**config.mk**
```make
export PLATFORM = sky130hd
export DESIGN_NAME = branch_index_tracker
export DESIGN_NICKNAME = d
export VERILOG_FILES = /design/src/rtl/bp_pkg.sv /design/src/rtl/pred_queue.sv /design/src/rtl/branch_index_tracker.sv
export SDC_FILE = /design/constraint.sdc
export NUM_CORES = 1
export LEC_CHECK = 0
export CAP_MARGIN = 30
export CORE_ASPECT_RATIO = 2
export CORE_MARGIN = 4
export CORE_UTILIZATION = 53
export CTS_CLUSTER_DIAMETER = 30
export DETAILED_ROUTE_END_ITERATION = 8
export PLACE_DENSITY = 0.84
export SLEW_MARGIN = 10
export SYNTH_ARGS = -nofsm -noshare
export SYNTH_HDL_FRONTEND = slang
export SYNTH_SLANG_ARGS = --single-unit
export TNS_END_PERCENT = 5
```
**constraint.sdc**
```tcl
create_clock -name clk -period 5.1 [get_ports clk]
set_clock_uncertainty 0.2 [all_clocks]
set_input_delay 1.02 -clock clk [delete_from_list [all_inputs] [get_ports clk]]
set_output_delay 1.02 -clock clk [all_outputs]
set_load 0.05 [all_outputs]
```
**src/rtl/bp_pkg.sv**
```systemverilog
// Shared types for the branch predictor index/tracking logic.
// Holds the default history width and the in-flight entry layout.
package bp_pkg;

  localparam int BP_HISTORY_WIDTH = 3;

  typedef logic [BP_HISTORY_WIDTH-1:0] ghr_t;

  typedef struct packed {
    logic [BP_HISTORY_WIDTH-1:0] idx;
    logic                        pred;
  } inflight_entry_t;

endpackage

```
**src/rtl/pred_queue.sv**
```systemverilog
// Ordered circular FIFO of in-flight predictions with push, pop and flush.
// Flush empties the queue and takes priority over a same-cycle push or pop.
module pred_queue
  import bp_pkg::*;
#(
  parameter int  DEPTH   = 4,
  parameter type entry_t = inflight_entry_t
) (
  input  logic                     clk,
  input  logic                     rst,
  input  logic                     push,
  input  entry_t                   push_data,
  input  logic                     pop,
  input  logic                     flush,
  output logic                     full,
  output logic                     empty,
  output logic [$clog2(DEPTH):0]   count,
  output entry_t                   head
);

  localparam int PW = $clog2(DEPTH);
  localparam int CW = PW + 1;

  entry_t          mem_r [DEPTH];
  logic [PW-1:0]   head_r;
  logic [PW-1:0]   tail_r;
  logic [CW-1:0]   count_r;
  logic            push_ok_s;
  logic            pop_ok_s;

  assign full      = (count_r == CW'(DEPTH));
  assign empty     = (count_r == {CW{1'b0}});
  assign count     = count_r;
  assign head      = mem_r[head_r];
  assign push_ok_s = push && !full;
  assign pop_ok_s  = pop && !empty;

  // Pointer and occupancy bookkeeping; pointers wrap naturally since DEPTH is a power of two.
  always_ff @(posedge clk or posedge rst) begin
    if (rst) begin
      head_r  <= {PW{1'b0}};
      tail_r  <= {PW{1'b0}};
      count_r <= {CW{1'b0}};
    end else if (flush) begin
      head_r  <= tail_r;
      count_r <= {CW{1'b0}};
    end else begin
      if (push_ok_s) begin
        tail_r <= tail_r + {{(PW-1){1'b0}}, 1'b1};
      end
      if (pop_ok_s) begin
        head_r <= head_r + {{(PW-1){1'b0}}, 1'b1};
      end
      case ({push_ok_s, pop_ok_s})
        2'b10:   count_r <= count_r + {{(CW-1){1'b0}}, 1'b1};
        2'b01:   count_r <= count_r - {{(CW-1){1'b0}}, 1'b1};
        default: count_r <= count_r;
      endcase
    end
  end

  // Entry storage, cleared on reset so the head output is never X.
  always_ff @(posedge clk or posedge rst) begin
    if (rst) begin
      for (int i = 0; i < DEPTH; i++) begin
        mem_r[i] <= '0;
      end
    end else if (push_ok_s && !flush) begin
      mem_r[tail_r] <= push_data;
    end
  end

endmodule

```
**src/rtl/branch_index_tracker.sv**
```systemverilog
// gshare-style read index generation, in-flight prediction tracking and table update.
// Optional macro PRED_STATS_EN adds saturating pred_count/miss_count outputs.
module branch_index_tracker
  import bp_pkg::*;
#(
  parameter int HISTORY_WIDTH = BP_HISTORY_WIDTH,
  parameter int DEPTH         = 4
) (
  input  logic                      clk,
  input  logic                      rst,
  input  logic [HISTORY_WIDTH-1:0]  pc_lo,
  input  logic                      pred_valid,
  output logic                      pred_ready,
  output logic [HISTORY_WIDTH-1:0]  rd_addr,
  input  logic [1:0]                rec,
  output logic                      pred_taken,
  input  logic                      res_valid,
  input  logic                      res_taken,
  output logic                      update,
  output logic [HISTORY_WIDTH-1:0]  wr_addr,
  output logic                      taken,
  output logic                      mispredict,
  output logic [$clog2(DEPTH):0]    inflight
`ifdef PRED_STATS_EN
  ,
  output logic [15:0]               pred_count,
  output logic [15:0]               miss_count
`endif
);

  typedef struct packed {
    logic [HISTORY_WIDTH-1:0] idx;
    logic                     pred;
  } entry_t;

  logic [HISTORY_WIDTH-1:0] spec_ghr_r;
  logic [HISTORY_WIDTH-1:0] arch_ghr_r;
  logic [HISTORY_WIDTH-1:0] spec_ghr_next_s;
  entry_t                   head_s;
  entry_t                   push_entry_s;
  logic                     full_s;
  logic                     empty_s;
  logic                     res_fire_s;
  logic                     miss_s;
  logic                     accept_s;
  logic                     rec_unused_s;

  assign rd_addr      = pc_lo ^ spec_ghr_r;
  assign pred_taken   = rec[1];
  assign rec_unused_s = rec[0];

  // A miss blocks acceptance in the same cycle because the history is being repaired.
  assign res_fire_s   = res_valid && !empty_s;
  assign miss_s       = res_fire_s && (res_taken != head_s.pred);
  assign pred_ready   = !full_s && !miss_s;
  assign accept_s     = pred_valid && pred_ready;
  assign push_entry_s = '{idx: rd_addr, pred: pred_taken};

  pred_queue #(
    .DEPTH   (DEPTH),
    .entry_t (entry_t)
  ) u_pred_queue (
    .clk       (clk),
    .rst       (rst),
    .push      (accept_s),
    .push_data (push_entry_s),
    .pop       (res_fire_s),
    .flush     (miss_s),
    .full      (full_s),
    .empty     (empty_s),
    .count     (inflight),
    .head      (head_s)
  );

  // Speculative history: repaired from architectural history on a miss, else shifted on accept.
  always_comb begin
    spec_ghr_next_s = spec_ghr_r;
    if (miss_s) begin
      spec_ghr_next_s = {arch_ghr_r[HISTORY_WIDTH-2:0], res_taken};
    end else if (accept_s) begin
      spec_ghr_next_s = {spec_ghr_r[HISTORY_WIDTH-2:0], pred_taken};
    end else begin
      spec_ghr_next_s = spec_ghr_r;
    end
  end

  // History registers.
  always_ff @(posedge clk or posedge rst) begin
    if (rst) begin
      spec_ghr_r <= {HISTORY_WIDTH{1'b0}};
      arch_ghr_r <= {HISTORY_WIDTH{1'b0}};
    end else begin
      spec_ghr_r <= spec_ghr_next_s;
      if (res_fire_s) begin
        arch_ghr_r <= {arch_ghr_r[HISTORY_WIDTH-2:0], res_taken};
      end
    end
  end

  // Registered table update and mispredict pulses; wr_addr holds between updates.
  always_ff @(posedge clk or posedge rst) begin
    if (rst) begin
      update     <= 1'b0;
      wr_addr    <= {HISTORY_WIDTH{1'b0}};
      taken      <= 1'b0;
      mispredict <= 1'b0;
    end else begin
      update     <= res_fire_s;
      taken      <= res_fire_s && res_taken;
      mispredict <= miss_s;
      if (res_fire_s) begin
        wr_addr <= head_s.idx;
      end
    end
  end

`ifdef PRED_STATS_EN
  logic [15:0] pred_count_r;
  logic [15:0] miss_count_r;

  // Saturating resolution and miss counters.
  always_ff @(posedge clk or posedge rst) begin
    if (rst) begin
      pred_count_r <= 16'h0000;
      miss_count_r <= 16'h0000;
    end else begin
      if (res_fire_s && (pred_count_r != 16'hFFFF)) begin
        pred_count_r <= pred_count_r + 16'h0001;
      end
      if (miss_s && (miss_count_r != 16'hFFFF)) begin
        miss_count_r <= miss_count_r + 16'h0001;
      end
    end
  end

  assign pred_count = pred_count_r;
  assign miss_count = miss_count_r;
`endif

endmodule
```
==> run metrics <==
Hold Path Class=reg -> reg; mapped cell area=~1700 um^2; final net count=187; status=finished, final reports clean; Initial DRC Count=23; CP max FO=5; Hold Slack=0.282 ns; Period Utilization, post-route=0.762; fmax=approximately 0.26 GHz; RSZ-0062 raised after global routing=false; crit end category=output port; leading register cell type out of synthesis=dfrtp_1; CTS max path bufs=2; total number of vias=1197; leakage power total=just over 0.9 nW; CTS root buf=clkbuf_8; number of port buffers=22; Mapped Cells=around 150; Synth Warn #=0; clk sink count=34; Total Die Area=around 4300 um^2; H-tree levels=2; post-CTS setup buffer count=0; gpl congestion=0.746; PD cells=around 740 nW/um^2; Setup Crit Path Kind=in -> out; CTS tree=built; vias per cell=just under 6; Post-synth ARST share=1.00; TNS Setup=0 ns; CP required=a little under 4 ns; CP arrival=roughly 2.7 ns; number of buffers created by CTS=5; Syn Nets=161; Clock Latency Late Sink=around 0.30 ns; register bit total from synthesis=34; Max-slew headroom=0.646; final critical-path required period=between 3 and 4 ns; Unique masters post-synth=37; vias in the first global route=~1.3k; clock-pin slew on the worst setup and hold paths=0.07 ns; proportion of layout cells with a drive suffix above 1=0.214; worst-margin pin slew=roughly 0.53 ns; Worst IR Drop VDD=~0.48 mV; routed wire length=approximately 3500 um; fin. max-slew vios=0; HPWL after DPL=roughly 2600 um; FILL cells=about 230; GR Overflow Total=0; Post-synth EDFFs=0; site row count=29; crit start category=input pin; initial cell density of the core=0.548; Die Span Y=just under 90 um; cts hold-fix bufs=0; IO Pins=24; synthesis-to-layout area growth=19.9%; DR WL/cell=between 15 and 20 um; Diodes inserted=0; Detailed Routing Iterations Pass 1=4; Tot GR Track Use=0.176; post-cts gate resize count=0; Final Hold Fails=0; sequential fraction of the synthesis area=0.492; Placeable Area=roughly 3200 um^2; DRT antenna net count=0; Max Cap Viol=0; Die X-Extent=about 48 um; syn avg cell area=between 10 and 15 um^2; Remaining DRCs=0; largest net degree at the start of global routing=35; setup violators final=0; first-pass GRT wire length=5840 um; initial antenna violation count=0
==> placed cells by master (no fill, tap or decap), types with 2 or more instances in the layout <==
master           instances
buf_4                    4
inv_1                    6
nand2_1                 17
o21ai_0                  4
a21o_1                   2
a21boi_0                 2
clkbuf_8                 6
mux4_2                   4
clkdlybuf4s50_1         21
xor2_1                   4
mux2_2                  17
nor2_1                   5
nand3_1                  7
mux2i_1                  4
a31oi_1                  3
ha_1                     4
dfrtp_1                 34
a21oi_1                  7
==> worst paths after layout <==
kind	startpoint	cells past startpoint	slack, ns	endpoint
max	pc_lo[1]	3	1.21	rd_addr[1]
max in group asynchronous	rst	3	3.47	u_pred_queue.mem_r[5]$_DFFE_PP0P_
min in group asynchronous	rst	3	0.92	wr_addr[2]$_DFFE_PP0P_
max reg2reg	u_pred_queue.head_r[0]$_DFFE_PP0P_	7	1.98	u_pred_queue.count[2]$_DFFE_PP0P_
min reg2reg	arch_ghr_r[1]$_DFFE_PP0P_	2	0.28	arch_ghr_r[1]$_DFFE_PP0P_
min	arch_ghr_r[1]$_DFFE_PP0P_	2	0.28	arch_ghr_r[1]$_DFFE_PP0P_
==> registers in the layout (all words and copies together) (netlist names) <==
signal               flops
u_pred_queue.mem_r      16
spec_ghr_r               3
u_pred_queue.count       3
wr_addr                  3
arch_ghr_r               2
u_pred_queue.head_r      2
u_pred_queue.tail_r      2
mispredict               1
taken                    1
update                   1
==> metal layers <==
| layer | share of wire | track usage | wire [um] |
|---|---|---|---|
| met1 | 0.37 | 0.181 | 1310 |
| met4 | 0.017 | 0.0781 | 61 |
| met2 | 0.58 | 0.327 | 2030 |
| met3 | 0.037 | 0.0472 | 129 |
| met5 | 0 | 0 | 0 |
==> cell usage after synthesis, drive strengths merged, types with 2 or more instances <==
master / n / area share
inv: 6 / 0.013
nand2: 17 / 0.037
dfrtp: 34 / 0.49
buf: 2 / 0.0087
clkbuf: 4 / 0.0087
nor2: 5 / 0.011
a31oi: 3 / 0.011
a21oi: 7 / 0.020
xnor2: 3 / 0.030
a21o: 2 / 0.0087
ha: 4 / 0.029
mux2: 17 / 0.11
mux2i: 4 / 0.023
a21boi: 2 / 0.0087
xor2: 4 / 0.020
o21ai: 4 / 0.012
mux4: 4 / 0.052
nand3: 7 / 0.020
==> kinds of logic after synthesis <==
family / after synthesis / share of synthesized area
AOI/OAI and AO/OA: 26 / 0.102
and+or+nand+nor: 36 / 0.0969
adders and majority gates: 5 / 0.0405
xor gates and xnor gates: 7 / 0.0506
muxes: 25 / 0.186
buffers and inverters: 13 / 0.0325
DFF: 34 / 0.492
==> through the flow <==
step	total power, mW	worst slack, ns	util	instances	area (um^2)
2_1_floorplan	1.11	1.09	-	146	1730
3_3_place_gp	1.29	1.23	0.627	196	1980
3_5_place_dp	1.34	1.21	0.627	196	1980
4_1_cts	1.55	1.21	0.657	204	2070
5_1_grt	1.63	1.12	0.657	204	2070
6_report	1.54	1.21	0.657	204	2070
==> area by class of cell <==
class | instances | area [um^2] | area share
clock buffers | 6 | 82.6 | 0.0398
clock inverters | 2 | 12.5 | 0.00603
inverters | 7 | 26.3 | 0.0127
multi-input cells | 99 | 823 | 0.397
flip-flops and latches | 34 | 851 | 0.410
well taps | 31 | 38.8 | 0.0187
repair buffers | 25 | 240 | 0.116
==> worst max-delay path: stages <==
cell and delay [ns]:
clkdlybuf4s50_1 0.47, xor2_1 0.30, clkdlybuf4s50_1 0.88
==> report_power, final <==
part	total, mW	internal [mW]	switching (mW)
clock network	0.208	0.108	0.0993
logic	0.810	0.351	0.458
registers	0.521	0.403	0.118
No activity file was read; power rests on OpenSTA's default activity.
